`src/rtl/async_fifo_rd_ctrl_if.sv`:
```
// Read-agent handshake bundle for the async FIFO read controller.
// The agent drives rinc; the controller returns address and status.
interface async_fifo_rd_ctrl_if #(
    parameter int ASIZE = 4
);
    logic             rinc;
    logic [ASIZE-1:0] raddr;
    logic             rempty;
    logic             ralmost_empty;
    logic [ASIZE:0]   rcount;
    logic             rundflow;

    modport master (
        output rinc,
        input  raddr, rempty, ralmost_empty, rcount, rundflow
    );

    modport slave (
        input  rinc,
        output raddr, rempty, ralmost_empty, rcount, rundflow
    );
endinterface

```
`src/rtl/async_fifo_rd_ctrl.sv`:
```
// Read-side pointer/status controller of the async FIFO: owns the read pointer,
// synchronises the write Gray pointer into rclk and derives empty/occupancy flags.
module async_fifo_rd_ctrl #(
    parameter int ASIZE     = 4,
    parameter int AE_THRESH = 1
) (
    input  logic                 rclk,
    input  logic                 rrst_n,
    input  logic [ASIZE:0]       wptr_gray,
    output logic [ASIZE:0]       rptr,
    async_fifo_rd_ctrl_if.slave  rif
);
    localparam logic [ASIZE:0] AE_LIMIT = AE_THRESH[ASIZE:0];

    logic [ASIZE:0] rbin;
    logic [ASIZE:0] rq1_wptr;
    logic [ASIZE:0] rq2_wptr;
    logic [ASIZE:0] rbinnext;
    logic [ASIZE:0] rgraynext;
    logic [ASIZE:0] wbin_sync;
    logic [ASIZE:0] occ_next;
    logic           rd_en;

    // Gray-to-binary: each binary bit is the XOR of all Gray bits at or above it.
    always_comb begin
        wbin_sync = '0;
        for (int i = 0; i <= ASIZE; i++) begin
            wbin_sync[i] = ^(rq2_wptr >> i);
        end
    end

    always_comb begin
        rd_en     = rif.rinc & ~rif.rempty;
        rbinnext  = rbin + {{ASIZE{1'b0}}, rd_en};
        rgraynext = (rbinnext >> 1) ^ rbinnext;
        occ_next  = wbin_sync - rbinnext;
    end

    assign rif.raddr = rbin[ASIZE-1:0];

    // Flags use next-state pointers so they move on the same edge as the read
    // and compare against the old rq2, which can only err towards empty.
    always_ff @(posedge rclk) begin
        if (!rrst_n) begin
            rbin              <= '0;
            rptr              <= '0;
            rq1_wptr          <= '0;
            rq2_wptr          <= '0;
            rif.rempty        <= 1'b1;
            rif.ralmost_empty <= 1'b1;
            rif.rcount        <= '0;
            rif.rundflow      <= 1'b0;
        end else begin
            rq1_wptr          <= wptr_gray;
            rq2_wptr          <= rq1_wptr;
            rbin              <= rbinnext;
            rptr              <= rgraynext;
            rif.rempty        <= (rgraynext == rq2_wptr);
            rif.rcount        <= occ_next;
            rif.ralmost_empty <= (occ_next <= AE_LIMIT);
            rif.rundflow      <= rif.rinc & rif.rempty;
        end
    end
endmodule
```
`src/flat_wrapper.sv`:
```
// flat-port wrapper written by rule: the top's interface ports become plain ports
module async_fifo_rd_ctrl_flat 
#(
    parameter int ASIZE     = 4,
    parameter int AE_THRESH = 1
)
  (rclk, rrst_n, wptr_gray, rptr, rif_rinc, rif_raddr, rif_rempty, rif_ralmost_empty, rif_rcount, rif_rundflow);
  async_fifo_rd_ctrl_if #(.ASIZE(ASIZE)) rif_i ();
  input  logic rclk;
  input  logic rrst_n;
  input  logic [ASIZE:0] wptr_gray;
  output logic [ASIZE:0] rptr;
  input wire logic [$bits(rif_i.rinc)-1:0] rif_rinc;
  output wire logic [$bits(rif_i.raddr)-1:0] rif_raddr;
  output wire logic [$bits(rif_i.rempty)-1:0] rif_rempty;
  output wire logic [$bits(rif_i.ralmost_empty)-1:0] rif_ralmost_empty;
  output wire logic [$bits(rif_i.rcount)-1:0] rif_rcount;
  output wire logic [$bits(rif_i.rundflow)-1:0] rif_rundflow;
  assign rif_i.rinc = rif_rinc;
  assign rif_raddr = rif_i.raddr;
  assign rif_rempty = rif_i.rempty;
  assign rif_ralmost_empty = rif_i.ralmost_empty;
  assign rif_rcount = rif_i.rcount;
  assign rif_rundflow = rif_i.rundflow;
  async_fifo_rd_ctrl #(.ASIZE(ASIZE), .AE_THRESH(AE_THRESH)) u_core (.rclk(rclk), .rrst_n(rrst_n), .wptr_gray(wptr_gray), .rptr(rptr), .rif(rif_i));
endmodule
```
`config.mk`:
```
export PLATFORM = sky130hd
export DESIGN_NAME = async_fifo_rd_ctrl_flat
export DESIGN_NICKNAME = d
export VERILOG_FILES = /design/src/rtl/async_fifo_rd_ctrl_if.sv /design/src/rtl/async_fifo_rd_ctrl.sv /design/src/flat_wrapper.sv
export SDC_FILE = /design/constraint.sdc
export NUM_CORES = 1
export LEC_CHECK = 0
export CAP_MARGIN = 20
export CORE_MARGIN = 3
export CORE_UTILIZATION = 45
export CTS_CLUSTER_DIAMETER = 50
export DETAILED_ROUTE_END_ITERATION = 6
export PLACE_DENSITY = 0.72
export SYNTH_ARGS = -nofsm -noshare
export SYNTH_HDL_FRONTEND = slang
export SYNTH_SLANG_ARGS = --single-unit
```
`constraint.sdc`:
```
create_clock -name rclk -period 7.15 [get_ports rclk]
set_input_delay 1.43 -clock rclk [delete_from_list [all_inputs] [get_ports rclk]]
set_output_delay 1.43 -clock rclk [all_outputs]
set_load 0.02 [all_outputs]
```
Yosys cells after proc, flatten, opt, wreduce, memory -nomap -nowiden --
Index checks and enable logic that the tools add are counted.
Word-level totals: bits in registers 28, output and inout port bits 17
Cells by class: $add $sub $neg 2, magnitude comparators 1, eq/ne operators 1, bitwise gates (word level) 4, reduce and logical (&&, ||, !) cells 5
Operators with widths (count):
- $reduce_xor A5 Y1 | 5
- $add A5 B1 Y5 | 1
- $eq A5 B5 Y1 | 1
- $le A5 B1 Y1 const B | 1
- $sub A5 B5 Y5 | 1
- $xor A4 B5 Y5 | 1
- $and A1 B1 Y1 | 2
- $not A1 Y1 | 1

Depth between registers and ports, before layout --
depth in word-level cells 5, mapped depth 12, depth with buffers taken out 12

Worst setup path before layout --
OpenSTA, ideal clock, no wires.
path type input -> register, start in rif_rinc, end reg u_core.rif.ralmost_empty, library setup time 72 ps, arrival 3672 ps, data required time 7078 ps, path slack 3406 ps, stages 12, path buffers 0, path through nor2b_1 > ha_1 > ha_1 > xor2_1 > inv_1 > ha_1 > nand2b_1 > nor2_1 > a311oi_2 > xnor2_1 > o31a_1 > nor3b_2
On the way: cells in the longest elaborated chain, start to end 4
Ends and longest elaborated chain:
- start, declared | RTL line flat_wrapper.sv:13 | input wire logic [$bits(rif_i.rinc)-1:0] rif_rinc;
- $and A1 B1 Y1 | RTL line async_fifo_rd_ctrl.sv:33 | rd_en = rif.rinc & ~rif.rempty;
- $add A5 B1 Y5 | RTL line async_fifo_rd_ctrl.sv:34 | rbinnext = rbin + {{ASIZE{1'b0}}, rd_en};
- $sub A5 B5 Y5 | RTL line async_fifo_rd_ctrl.sv:36 | occ_next = wbin_sync - rbinnext;
- $le A5 B1 Y1 | RTL line async_fifo_rd_ctrl.sv:60 | rif.ralmost_empty <= (occ_next <= AE_LIMIT);
- end signal, assigned | RTL line async_fifo_rd_ctrl.sv:60
- end, declared | RTL line async_fifo_rd_ctrl_if.sv:20 | output raddr, rempty, ralmost_empty, rcount, rundflow
Every way passes these cells. A chain may end at the register's enable or synchronous reset.

Final worst setup path --
Ends and elaborated chain as after synthesis.

==> results.md <==
- Nets@finish: about 160
- Reg2Reg Launch Point: u_core.rif.rempty$_SDFF_PN1_
- Peak Freq: 243.0 MHz
- Sequential-to-total area share from yosys stat: 0.4552
- Area of the die: around 3300 um^2
- Fillers: about 210
- Final setup vio count: 0
- TritonCTS clock tree: yes
- Core region area: roughly 2400 um^2
- Share of cells above drive strength 1: 0.05594
- Worst Setup End Kind: flop
- Unrepaired setup endpoints after global routing: no
- CTS clk-pin slew, worst paths: approximately 0.14 ns
- Largest net degree at the start of global routing: 29
- Max-cap viol count: 0
- Buffer and inverter count on the worst path: 2
- CTS root buf: clkbuf_4
- Setup Skew: 0.005564 ns
- DRC: 0
- Dpl hpwl: 1.463 mm
- Final Max Slew Viols: 0
- Total Neg Setup Slack: 0 ns
- Final Hold Violating Endpoints: 0
- Yosys reg bits: 27
- Clk sink count: 27
- Setup crit start kind: input port
- Synth area leader: dfxtp_1
- CTS buffer count: 3
- Multi-input gate area: 616.8 um^2
- Pwr dens: 218.5 nW/um^2
- Hold_sp: u_core.rq1_wptr[2]$_SDFF_PN0_
- R2R setup slack: approximately 4.3 ns
- Synth top area share: 0.4552
- First-pass GRT wire length: between 3 and 4 mm
- Synth Cell Area: 1187 um^2
- FF/Latch Area: around 540 um^2
- CP top delay family: compound AO/OA/AOI/OAI gates
- Initial DRC count: 17
- Global route total overflow: 0
- Port buffer count: 24
- Critical path peak fanout: 6
- CP required: 7.36 ns
- Worst min path class: reg2reg
- DR vias: 844
- Final wirelength: 1.921 mm
- Initial antenna violation count: 0
- Clk_lat worst skew: 0.32 ns
- Final non-filler cell total: 171
- Clk buf depth: 2
- Diode count: 0
- Routed len/inst: 11.23 um
- P_leak: 0.5812 nW
- Routed Antenna Nets: 0
- Worst reg2reg path endpoint: u_core.rif.ralmost_empty$_SDFF_PN1_
- Yosys warns: 0
- Slowest cell on crit path: clkdlybuf4s50_1
- Syn_area_per_cell: 9.978 um^2
- Layout area overhead: 24.24%
- Die Wd: 57.37 um
- Crit path time final: 4.114 ns
- WS Path Type: in2reg
- Worst slew pin tran: 0.8593 ns
- IO Pins: 25
- Most used cell, CP: ha_1
- Gr usage total: 0.1308
- Slew headroom: 0.4252
- Drt via density: just under 5
- Synth Instances: approximately 120
- Row cnt: 17
- Vias in the first global route: 823
- RePlAce Congestion: 0.7958
- Status: completed
- Placed cell count: approximately 170
- Worst-case reg-to-reg path depth: 11
- Post-cts repair resize count: 0
- Synth top area cells: dfxtp_1 46%, and2_1 11%, xnor2_1 8.9%
- Die height: 57.37 um
- Final cycle utilization of the critical path: 0.5754
- Largest stage delay, worst path: 0.47 ns
- Synth cell types: 29
- Setup Fix Bufs, Post-CTS: 0
- Starting Density: 0.5029
- IR drop worst, VDD: approximately 0.15 mV
- WHS Endpoint: u_core.rq2_wptr[2]$_SDFF_PN0_
- Hold Path Stages: 1
- Syn_nets: 132
- Htree depth: 1
- # hold bufs at CTS: 0
- CP Cell Sequence: clkdlybuf4s50_1, nor2b_1, ha_1, ha_1, xor2_1, inv_1, ha_1, a21oi_1, a21boi_0, o21ai_0, o2111ai_1, nor3b_2
- Critical Path AT: 4.33 ns
- Detailed Routing Iterations Pass 1: 4
-- layout make-up --
type | instances | share of cell area
multi-input cells | 84 | 0.4182
well taps | 28 | 0.02375
clock inverters | 1 | 0.003393
clock buffers | 3 | 0.01527
inverters | 4 | 0.01018
repair buffers | 24 | 0.1629
flip-flops and latches | 27 | 0.3664
-- per-stage QoR --
| stage | power (mW) | util | cell area (um^2) | setup WS, ns | hold WS (ns) |
|---|---|---|---|---|---|
| after floorplan | 0.2309 | - | 1187 | 3.406 | 0.4057 |
| after global placement | 0.2618 | 0.6131 | 1448 | 2.865 | 0.4099 |
| after detailed placement | 0.2627 | 0.6131 | 1448 | 2.693 | 0.4169 |
| after CTS | 0.3275 | 0.6248 | 1475 | 3.018 | 0.4511 |
| after global routing | 0.3424 | 0.6248 | 1475 | 2.772 | 0.4678 |
| final | 0.3223 | 0.6248 | 1475 | 3.036 | 0.4449 |
-- registers in the layout (all words and copies together), names as in the netlist --
signal / flops
u_core.rq2_wptr: 5
u_core.rif.ralmost_empty: 1
u_core.rbin: 5
u_core.rif.rempty: 1
u_core.rq1_wptr: 5
u_core.rif.rundflow: 1
u_core.rif.rcount: 5
u_core.rptr: 4
-- synth_stat cells --
library cell,count
clkbuf_1,4
and2_1,20
nor2_1,3
xor2_1,6
nand3_1,3
or3_1,1
a31oi_1,1
xnor2_2,1
a21oi_1,3
o31a_1,1
o21ai_0,5
and3_1,1
xnor2_1,12
dfxtp_1,27
a21boi_0,1
nand2b_1,2
o2111ai_1,1
nor4_1,1
mux2i_1,1
ha_1,5
nor3b_2,1
nor2b_1,5
a311oi_2,1
xor2_2,1
inv_1,4
o211ai_1,1
nand2_1,5
a211oi_1,1
and2b_1,1
-- cells by family after synthesis --
kind of cell	count (synthesis)	synth area share
mux	1	0.008430
fa+ha+maj	5	0.05269
flops	27	0.4552
compound gates	15	0.08536
xor+xnor	20	0.1602
buf+inv	8	0.02528
simple gates	43	0.2129
-- worst max-delay path by stage --
stage | slack [ns] | cells past startpoint | end | start
after floorplan | 3.41 | 12 | u_core.rif.ralmost_empty$_SDFF_PN1_ | rif_rinc
after global placement | 2.86 | 13 | u_core.rif.ralmost_empty$_SDFF_PN1_ | rif_rinc
after detailed placement | 2.69 | 12 | u_core.rif.ralmost_empty$_SDFF_PN1_ | rif_rinc
after CTS | 3.02 | 12 | u_core.rif.ralmost_empty$_SDFF_PN1_ | rif_rinc
after global routing | 2.77 | 12 | u_core.rif.ralmost_empty$_SDFF_PN1_ | rif_rinc
final | 3.04 | 12 | u_core.rif.ralmost_empty$_SDFF_PN1_ | rif_rinc
-- power by group --
group	total (mW)	internal, mW	switching (mW)
sequential	0.168	0.163	0.00485
clock	0.0639	0.0210	0.0429
combinational	0.0904	0.0458	0.0446
-- per-layer routing --
| layer | wire length (um) | vias up | track usage |
|---|---|---|---|
| li1 | - | 436 | - |
| met1 | 872 | 384 | 0.1605 |
| met2 | 915 | 19 | 0.2129 |
| met3 | 92 | 5 | 0.03394 |
| met4 | 40 | 0 | 0.05960 |
| met5 | 0 | - | 0 |
-- cells in the final DEF, fill, tap and decap left out, drive strengths merged --
cell,instances
a211oi,1
a21boi,1
a21oi,3
a311oi,1
a31oi,1
and2,20
and2b,1
and3,1
clkbuf,3
clkdlybuf4s50,24
clkinv,1
dfxtp,27
ha,5
inv,4
mux2i,1
nand2,5
nand2b,2
nand3,3
nor2,3
nor2b,5
nor3b,1
nor4,1
o2111ai,1
o211ai,1
o21ai,5
o31a,1
or3,1
xnor2,13
xor2,7
Note: power is estimated with default switching activity, not from simulation.
==> RTL edit 1, RTL diff (same settings) <==
`ASIZE` is set to 4 in 3 places; all go to 8.
--- a/src/rtl/async_fifo_rd_ctrl_if.sv
+++ b/src/rtl/async_fifo_rd_ctrl_if.sv
@@ -1,7 +1,7 @@
 // Read-agent handshake bundle for the async FIFO read controller.
 // The agent drives rinc; the controller returns address and status.
 interface async_fifo_rd_ctrl_if #(
-    parameter int ASIZE = 4
+    parameter int ASIZE = 8
 );
     logic             rinc;
     logic [ASIZE-1:0] raddr;
--- a/src/rtl/async_fifo_rd_ctrl.sv
+++ b/src/rtl/async_fifo_rd_ctrl.sv
@@ -1,7 +1,7 @@
 // Read-side pointer/status controller of the async FIFO: owns the read pointer,
 // synchronises the write Gray pointer into rclk and derives empty/occupancy flags.
 module async_fifo_rd_ctrl #(
-    parameter int ASIZE     = 4,
+    parameter int ASIZE     = 8,
     parameter int AE_THRESH = 1
 ) (
     input  logic                 rclk,
--- a/src/flat_wrapper.sv
+++ b/src/flat_wrapper.sv
@@ -1,7 +1,7 @@
 // flat-port wrapper written by rule: the top's interface ports become plain ports
 module async_fifo_rd_ctrl_flat 
 #(
-    parameter int ASIZE     = 4,
+    parameter int ASIZE     = 8,
     parameter int AE_THRESH = 1
 )
   (rclk, rrst_n, wptr_gray, rptr, rif_rinc, rif_raddr, rif_rempty, rif_ralmost_empty, rif_rcount, rif_rundflow);
Ports: changed (resized rif_raddr, rif_rcount, rptr and wptr_gray); port bits go from 25 to 41. No check against the original RTL was run, so the function may have changed too.
==> RTL edit 1 against the unedited design <==
Worst setup slack got worse by 0.61 ns; final area rose by 100%; global-route usage rose by 3.0 points; sequential cell count rose by 20; power rose by 100%; wire length rose by 150%; synthesized area rose by 110%; critical endpoint unchanged; critical path type unchanged; sequential power rose by 71%.
==> RTL edit 1: results (changes against the unedited design) <==
synth:
  synth_compound_area_share_pct: 12.6  # +4.1 points
  synth.net_count: 268  # +100%
  synth.area.mux_share_pct: 0.866  # +0.023 points
  synth_edf_count: 0  # unchanged
  synth-seq-area-share_pct: 38.3  # -7.2 points
  synth-async-reset-ratio_pct: 0  # unchanged
  synth_cell_types: 64  # +120%
  synthXorXnorAreaFrac_pct: 18.3  # +2.3 points
  synth.area.top_cells: "dfxtp_1 (38%), and2_1 (8.7%), xnor2_1 (6.8%)"
  synthAdderAreaFrac_pct: 4.74  # -0.53 points
  synth_commonest_cells: "dfxtp_1 (47), and2_1 (34), xnor2_1 (19), nand2_1 (18)"
global_route:
  track_usage_pct: 16.0  # +3.0 points
  grt_pass1_wl_microns: 8120  # +140%
  grt_max_degree: 48  # +66%
  grt_pass1_vias: 1803  # +120%
power:
  p_leak_nw: 1.15  # +98%
  ir_worst_vdd_mv: 0.126  # -15%
timing:
  tightestPinTransition_ns: 1.07  # +0.207 ns
  fin_skew_ns: 0.00883  # +0.00327 ns
cts:
  cts_made_buffers: 5  # +2
  clk_pin_slew_ns: 0.09  # -0.05 ns
  cts_max_level: 2  # +1
  cts_root_buffer: "clkbuf_8"
  worstSkewPairLatency_ns: 0.30  # -0.02 ns
  cts.repair.resized: 0  # unchanged
run_status:
  status: "completed"
routing:
  dr.first_iter.drc_count: 93  # +76
  vias: 1875  # +120%
  drt_wl_total_microns: 4780  # +150%
  dr.pass1.iters: 4  # unchanged
cells_and_area:
  drive_gt1_share_pct: 9.69  # +4.1 points
  fin_nets: 307  # +96%
  fillers: 472  # +130%
placement:
  routabilityCongestion: 0.877  # +10%
  port_buffers: 40  # +67%
  dp_hpwl_microns: 3460  # +140%
worst_setup_path:
  cp_max_fo: 7  # +1
  reg2reg_slack_ns: 2.61  # -1.66 ns
  reg2reg_from: "u_core.rq2_wptr[8]"
  arrival_ns: 4.95  # +0.62 ns
  worstRegToRegCells: 14  # +3
## RTL edit 1: layer usage
metal	GRT usage [%]	share of wire [%]
met1	20.6	47
met4	6.93	1.9
met2	26.1	47
met5	0	0
met3	3.05	3.5
## RTL edit 1: report_power, final
group          internal [mW]  switching (mW)
Clock                 0.0789          0.0895
Combinational         0.0964          0.0996
Sequential             0.281         0.00736
Total                  0.456           0.196
## RTL edit 1: worst min-delay path by stage
stage | startpoint | end | slack (ns) | cells past startpoint
after floorplan | u_core.rq1_wptr[0] | u_core.rq2_wptr[0] | 0.41 | 1
after global placement | u_core.rq1_wptr[5] | u_core.rq2_wptr[5] | 0.41 | 1
after detailed placement | u_core.rq1_wptr[3] | u_core.rq2_wptr[3] | 0.42 | 1
after CTS | u_core.rq1_wptr[4] | u_core.rq2_wptr[4] | 0.44 | 1
after global routing | u_core.rq1_wptr[3] | u_core.rq2_wptr[3] | 0.45 | 1
final | u_core.rq1_wptr[1] | u_core.rq2_wptr[1] | 0.44 | 1
## RTL edit 1: area by class of cell
cell class | instances | area share, %
Multi-Input combinational cell | 189 | 48.5
Sequential cell | 47 | 31.3
Timing Repair Buffer | 41 | 13.6
Tap cell | 70 | 2.91
Clock buffer | 6 | 2.74
Clock inverter | 2 | 0.541
Inverter | 4 | 0.499
## RTL edit 1: critical path, cell delays in order
cell and delay, ns:
clkdlybuf4s50_1 0.47, nor2b_1 0.18, ha_1 0.26, xor2_1 0.23, inv_1 0.19, fa_1 0.58, xor3_1 0.36, nand2b_1 0.09
a31o_1 0.19, a21o_1 0.21, a2111oi_2 0.36, o2111ai_1 0.18, o31ai_2 0.22
## RTL edit 1: per-stage QoR
stage               worst slack [ns]  instance area, sq um  std cells  util (%)
finish                          2.42                  3010        359      57.8
global route                    2.13                  3010        359      57.8
CTS                             2.41                  3010        359      57.8
detailed placement              2.11                  2910        351      55.9
global placement                2.22                  2910        351      55.9
floorplan                       2.91                  2460        249         -
## RTL edit 1: cells by family after synthesis
family / after synthesis
flip-flops: 47
buffers and inverters: 13
AO/OA/AOI/OAI: 40
adder cells (fa/ha/maj): 9
XOR/XNOR: 38
AND/OR/NAND/NOR: 100
multiplexers: 2
==> RTL edit 2, RTL diff (config.mk and constraints unchanged) <==
Made on the original files. Make the reset (`rrst_n`) asynchronous in one clocked block.
--- a/src/rtl/async_fifo_rd_ctrl.sv
+++ b/src/rtl/async_fifo_rd_ctrl.sv
@@ -40,7 +40,7 @@
 
     // Flags use next-state pointers so they move on the same edge as the read
     // and compare against the old rq2, which can only err towards empty.
-    always_ff @(posedge rclk) begin
+    always_ff @(posedge rclk or negedge rrst_n) begin
         if (!rrst_n) begin
             rbin              <= '0;
             rptr              <= '0;
Formal check against the unedited RTL: differs if rrst_n is asserted again (counterexample within 4 cycles, from zero or initial values and one cycle with rrst_n low); with rrst_n held inactive, the same outputs for 10 cycles.
==> RTL edit 2 against the unedited design <==
Final area is 2.3% lower; register-to-register slack gained 0.03 ns; worst setup slack better by 0.19 ns; synthesized area shrank 4.4%; sequential cell count is the same; clock skew decreased by 0.0032 ns; wire length down 11%; critical path type unchanged; critical endpoint is now u_core.rif.rcount[4].
Power is not compared: it rests on default switching activity, and its combinational part moved more than twofold at a synthesized area within 25%.
==> RTL edit 2: results (changes against the unedited design) <==
synth:
  synth-seq-area-share_pct: 59.8  # +14 points
  synth-async-reset-ratio_pct: 100  # +100 points
  synth.net_count: 96  # -27%
  synth_commonest_cells: "dfrtp_1 (25), xor2_1 (9), xnor2_1 (7), ha_1 (5), inv_1 (5)"
  synth_cell_types: 26  # -10%
  netlist_instances: 83  # -30%
  synth.area.top_cells: "dfrtp_1 (55%), xor2_1 (6.9%), ha_1 (5.5%)"
power:
  p_comb_uw: 438
  ir_worst_vdd_mv: 0.237
  seq_power_share_pct: 31.6
  p_leak_nw: 0.636
routing:
  wl_met3_microns: 125  # +36%
  wl_met2_microns: 851  # -7.0%
  dr.pass1.iters: 2  # -2
  drt_wl_total_microns: 1720  # -11%
  drt-met1-wl_microns: 727  # -17%
  vias: 677  # -20%
  dr.first_iter.drc_count: 2  # -15
  routedWlPerCell_microns: 12.3  # +9.9%
worst_setup_path:
  arrival_ns: 4.19  # -0.14 ns
  slowest_stage: "clkdlybuf4s50_1"
  cp_max_fo: 6  # unchanged
  crit_family: "adder cells"
cts:
  cts.repair.resized: 0  # unchanged
  post_cts_buffers: 0  # unchanged
  cts_made_buffers: 3  # unchanged
  cts_root_buffer: "clkbuf_4"
  worstSkewPairLatency_ns: 0.31
timing:
  slew_headroom_pct: 75.6  # +33 points
  finalSetupViolCount: 0  # unchanged
  fin_skew_ns: 0.00240  # -0.00316 ns
cells_and_area:
  fin_nets: 125  # -20%
  drive_gt1_share_pct: 13.5  # +7.9 points
  fillers: 197  # -5.7%
global_route:
  grt_max_degree: 28  # -3.4%
  antenna_found_initial: 0  # unchanged
  grt_pass1_wl_microns: 3160  # -6.9%
  track_usage_pct: 12.9  # -0.18 points
  gr-total-overflow: 0  # unchanged
min_path:
  hp-class: "reg2reg"
placement:
  port_buffers: 24  # unchanged
  dp_hpwl_microns: 1390  # -4.7%
  post-place-ws_ns: 2.90  # +0.204 ns
  routabilityCongestion: 0.835  # +4.9%
run_status:
  status: "completed"
RTL edit 2: changes by cell type in the layout (fill, tap and decap cells not counted), moves of 3 or more:
| cell | change |
|---|---|
| dfxtp_1 | -27 |
| dfrtp_1 | +25 |
| and2_1 | -19 |
| xnor2_1 | -5 |
| o21ai_0 | -4 |
| nand2_1 | -3 |
| nor2b_1 | -3 |
| xor2_1 | +3 |
RTL edit 2: area by class of cell:
type,instances,share of cell area [%]
timing repair buffer,25,17.2
clock buffer,3,1.56
multi-input combinational,50,30.1
tap,28,2.43
clock inverter,1,0.347
inverter,5,1.30
sequential,27,47.0
RTL edit 2: final timing paths:
kind,start,end,slack (ns),cells after the start
max,rif_rinc,u_core.rif.rcount[4],3.22,12
min,u_core.rq1_wptr[4],u_core.rq2_wptr[4],0.36,0
max reg2reg,u_core.rif.rempty,u_core.rif.rcount[4],4.30,11
max in group asynchronous,rrst_n,u_core.rif.rempty,5.40,2
min in group asynchronous,rrst_n,u_core.rbin[4],1.46,2
min reg2reg,u_core.rq1_wptr[4],u_core.rq2_wptr[4],0.36,0
RTL edit 2: through the flow:
step	total power, mW	instance area [sq um]
2_1_floorplan	0.533	1130
3_3_place_gp	0.669	1410
3_5_place_dp	0.679	1410
4_1_cts	0.743	1440
5_1_grt	0.793	1440
6_report	0.731	1440
RTL edit 2: cell families (layout without fill, tap and decap cells):
group,after synthesis,in the layout,synth area share [%]
fa+ha+maj,5,5,5.51
flops,27,27,59.8
xor+xnor,20,20,18.1
compound gates,9,9,6.28
simple gates,16,16,8.38
buf+inv,6,34,1.98
RTL edit 2: routing by layer:
layer | up-vias | track usage [%]
met5 | - | 0
met4 | 0 | 2.03
met3 | 2 | 5.34
met2 | 20 | 22.0
met1 | 323 | 15.5
li1 | 332 | -
